===== src/rtl/uart_tx_ctrl.sv =====
// UART transmit frame controller: sequences start, data, optional parity and
// stop bits around an external bit serializer and drives the TX line.
module uart_tx_ctrl #(
   parameter int WIDTH = 8
) (
   input  logic             CLK,
   input  logic             RST,
   input  logic             DATA_VALID,
   input  logic [WIDTH-1:0] P_DATA,
   input  logic             PAR_EN,
   input  logic             PAR_TYP,
   input  logic             serial_data,
   input  logic             serial_done,
   output logic             serial_en,
   output logic             TX_OUT,
   output logic             busy,
   output logic             frame_done
);

   typedef enum logic [2:0] {
      IDLE   = 3'd0,
      START  = 3'd1,
      DATA   = 3'd2,
      PARITY = 3'd3,
      STOP   = 3'd4
   } state_t;

   state_t state, next_state;
   logic   parity_q;
   logic   par_en_q;

   // Frame configuration is captured only on accept, so mid-frame changes
   // on PAR_EN/PAR_TYP and illegal strobes while busy are ignored.
   always_ff @(posedge CLK or negedge RST) begin
      if (!RST) begin
         // NOTE: non-blocking assignments keep every register update in this
         // block using pre-edge values, independent of statement order.
         state    <= IDLE;
         parity_q <= 1'b0;
         par_en_q <= 1'b0;
      end else begin
         state <= next_state;
         if (state == IDLE && DATA_VALID) begin
            par_en_q <= PAR_EN;
            parity_q <= (^P_DATA) ^ PAR_TYP;
         end
      end
   end

   always_comb begin
      // NOTE: assigning a default first guarantees no latch is inferred for
      // any path through the case statement below.
      next_state = state;
      case (state)
         IDLE:    if (DATA_VALID) next_state = START;
         START:   next_state = DATA;
         DATA:    if (serial_done) next_state = par_en_q ? PARITY : STOP;
         PARITY:  next_state = STOP;
         STOP:    next_state = IDLE;
         default: next_state = IDLE;
      endcase
   end

   always_comb begin
      TX_OUT     = 1'b1;
      busy       = 1'b0;
      serial_en  = 1'b0;
      frame_done = 1'b0;
      case (state)
         START: begin
            TX_OUT    = 1'b0;
            busy      = 1'b1;
            serial_en = 1'b1;
         end
         DATA: begin
            TX_OUT    = serial_data;
            busy      = 1'b1;
            serial_en = 1'b1;
         end
         // Dropping serial_en here returns the serializer counter to zero.
         PARITY: begin
            TX_OUT = parity_q;
            busy   = 1'b1;
         end
         STOP: begin
            busy       = 1'b1;
            frame_done = 1'b1;
         end
         default: ;
      endcase
   end

endmodule


===== config.mk =====
export PLATFORM = sky130hd
export DESIGN_NAME = uart_tx_ctrl
export DESIGN_NICKNAME = d
export VERILOG_FILES = /design/src/rtl/uart_tx_ctrl.sv
export SDC_FILE = /design/constraint.sdc
export NUM_CORES = 1
export LEC_CHECK = 0
export ABC_AREA = 1
export BUFFER_PORTS_ARGS = -buffer_cell sky130_fd_sc_hd__buf_2
export CORE_AREA = 5 5 42 44
export CTS_CLUSTER_DIAMETER = 40
export CTS_CLUSTER_SIZE = 28
export DETAILED_ROUTE_END_ITERATION = 7
export DIE_AREA = 0 0 47 49
export PLACE_DENSITY_LB_ADDON = 0.2
export SLEW_MARGIN = 15
export SYNTH_ARGS = -nofsm -noshare
export SYNTH_HDL_FRONTEND = slang
export SYNTH_SLANG_ARGS = --single-unit

===== constraint.sdc =====
create_clock -name CLK -period 1.9 [get_ports CLK]
set_clock_uncertainty 0.15 [all_clocks]
set_input_delay 0.285 -clock CLK [delete_from_list [all_inputs] [get_ports CLK]]
set_output_delay 0.285 -clock CLK [all_outputs]
set_load 0.005 [all_outputs]

==> results.md <==
- Post-CTS setup buffers: 0
- Post_cts resized: 0
- Commonest non-fill, non-tap cell in the layout: nand2_1
- Power Density: around 1200 nW/um^2
- Largest net degree at the start of global routing: 6
- Hold depth: 3
- I/O Buffers: 18
- Synth cell types: 19
- Die area: approximately 2300 sq um
- P_int: approximately 0.42 mW
- Clock Latency Late Sink: 0.24 ns
- Switching Share: between 40 and 50%
- Average size of a mapped cell: ~6.1 sq um
- Antenna Violating Nets Remaining: 0
- Root buffer cell: clkbuf_4
- DRC: 0
- Setup_tns: 0 ns
- H-tree levels: 1
- Seq/Total Area, Yosys: 27.9%
- Synth Register Bits: 5
- # fillers: around 160
- Most frequent cells in the layout: nand2_1 (25), buf_2 (18), inv_1 (13)
- Initial Util: between 30% and 40%
- Initial antenna violation count: 0
- Critical path peak fanout: 3
- Area Growth Syn to Fin: 32.6%
- Die W: between 40 and 50 um
- Cells on worst reg2reg path: 5
- Max-cap violations: 0
- Tmin final: approximately 1.6 ns
- Die Y-Extent: slightly below 50 um
- Final hold violation count: 0
- Total grt overflow: 0
- Register share of total power: a little over a quarter
- Cells after synthesis: 74
- RSZ-0062 raised after global routing: false
- Final #Nets: approximately 110
- Layout cells sized above 1: 32.0%
- Syn Std Cell Area: ~450 sq um
- Post-Syn Nets: 89
- Fin crit share: between 80% and 90%
- Drt pass-1 iters: 3
- Standard-cell rows: 14
- Hpwl dp: around 760 um
- Worst slew pin tran: between 0.2 and 0.3 ns
- Total power: between 0.7 and 0.8 mW
- Max Clock Freq: ~620 MHz
- Total CTS buffers: 3
- Status: completed
- Psw: roughly 0.32 mW
- Clk buf depth: 2
- Met1 GRT Util: between 7 and 8%
- Crit. End Element: output pin
- Critical path arrival: between 1 and 1.5 ns
- CTS tree: built
- Synthesis Warnings: 0
- Final setup vio count: 0
- Met3 Usage GRT: 1.48%
- Met2 Usage GRT: 14.3%
- First-pass GRT wire length: 1.36 mm
- Vias: roughly 490
- Gr busiest metal: met2
- WL per Instance: 7.50 um
- Critical path class: reg2out
- Vias/cell: roughly 4.4
- Total wire length: 848 um
- Clock transition at path regs: roughly 0.04 ns
- Initial DRC Count: 6
- Clk pwr share: between 15 and 20%
- # IOs: 19
- Crit path launch type: flop
- Slew margin rel.: 83.1%
- Leakage power: about 0.36 nW
- Slew Limit Fails: 0
- Vias in the first global route: approximately 400
- GRT Overall Usage: between 8 and 9%
- Core ar.: about 1400 sq um
- Ant. Diodes: 0
- CTS Sinks: 5
- Peak supply drop: 0.390 mV
- Global placement routability congestion: roughly 0.75
- Worst Hold Class: in2reg
- Worst path required time: approximately 1.5 ns
- Gate power share: about 57%
==> flip-flops by register name, summed over array words and instances, names as in the netlist <==
register,count
par_en_q,1
parity_q,1
state,3
==> repair_timing <==
action	CTS	global route
endpoints found under the hold margin	5	0
hold buffers	1	0
setup endpoints to repair	0	0
==> cell usage after synthesis <==
cell      n  share of area [%]
nand2_1  25                 21
inv_1    13                 11
nor2_1    7                5.9
nand3_1   6                6.7
dfrtp_1   5                 28
inv_2     3                2.5
nor2_2    2                2.8
o21ai_1   2                2.2
a31oi_1   1                1.4
nand2_2   1                1.4
nor2_4    1                2.5
nor3_1    1                1.1
o21ai_0   1                1.1
o21ai_2   1                2.0
o21ai_4   1                3.6
or2_1     1                1.4
or2_4     1                2.0
xnor2_1   1                2.0
xor2_1    1                2.0
==> power by group through the flow <==
stage	clock [mW]	sequential, mW	combinational (mW)
final	0.122	0.195	0.426
after global placement	0	0.197	0.430
after CTS	0.125	0.195	0.436
after detailed placement	0	0.196	0.433
after floorplan	0	0.189	0.315
after global routing	0.126	0.201	0.494
==> worst max-delay path, cell delays in order (launching register included) <==
cell and delay, ns:
dfrtp_1 0.39, inv_2 0.07, nor2_4 0.04, nand2_2 0.07, inv_1 0.05, or2_1 0.19, buf_2 0.12
==> through the flow <==
stage / util, % / cell area (sq um) / instances / hold slack [ns] / setup WS [ns]
2_1_floorplan: - / 449 / 74 / -0.161 / 0.652
3_3_place_gp: 39.9 / 559 / 108 / -0.0478 / 0.540
3_5_place_dp: 39.9 / 559 / 108 / -0.0473 / 0.540
4_1_cts: 42.5 / 596 / 113 / 0.108 / 0.279
5_1_grt: 42.5 / 596 / 113 / 0.133 / 0.188
6_report: 42.5 / 596 / 113 / 0.112 / 0.290
==> final timing paths <==
path	from	endpoint	slack, ns
setup reg to reg	state[2]	state[1]	0.63
max in group asynchronous	RST	parity_q	1.24
hold reg to reg	parity_q	parity_q	0.35
setup / recovery	state[1]	serial_en	0.29
hold / removal	PAR_EN	par_en_q	0.11
min in group asynchronous	RST	state[2]	0.23
==> logic make-up after synthesis <==
group,Yosys count,synth area share (%)
AO/OA/AOI/OAI,6,10.3
XOR/XNOR,2,3.90
buffers and inverters,16,13.4
flip-flops,5,27.9
AND/OR/NAND/NOR,45,44.6
==> cell type report <==
cell class / instances / area (sq um) / share of cell area [%]
Multi-Input combinational cell: 53 / 264 / 44.3
Clock buffer: 4 / 26.3 / 4.41
Inverter: 16 / 60.1 / 10.1
Timing Repair Buffer: 19 / 100 / 16.8
Tap cell: 16 / 20.0 / 3.36
Sequential cell: 5 / 125 / 21.0
==> layer usage <==
| metal | routed length (um) | vias to the layer above |
|---|---|---|
| met5 | 0 | - |
| met4 | 19 | 0 |
| met3 | 49 | 2 |
| met2 | 466 | 11 |
| met1 | 313 | 210 |
| li1 | - | 269 |
No activity file was read; power rests on OpenSTA's default activity.
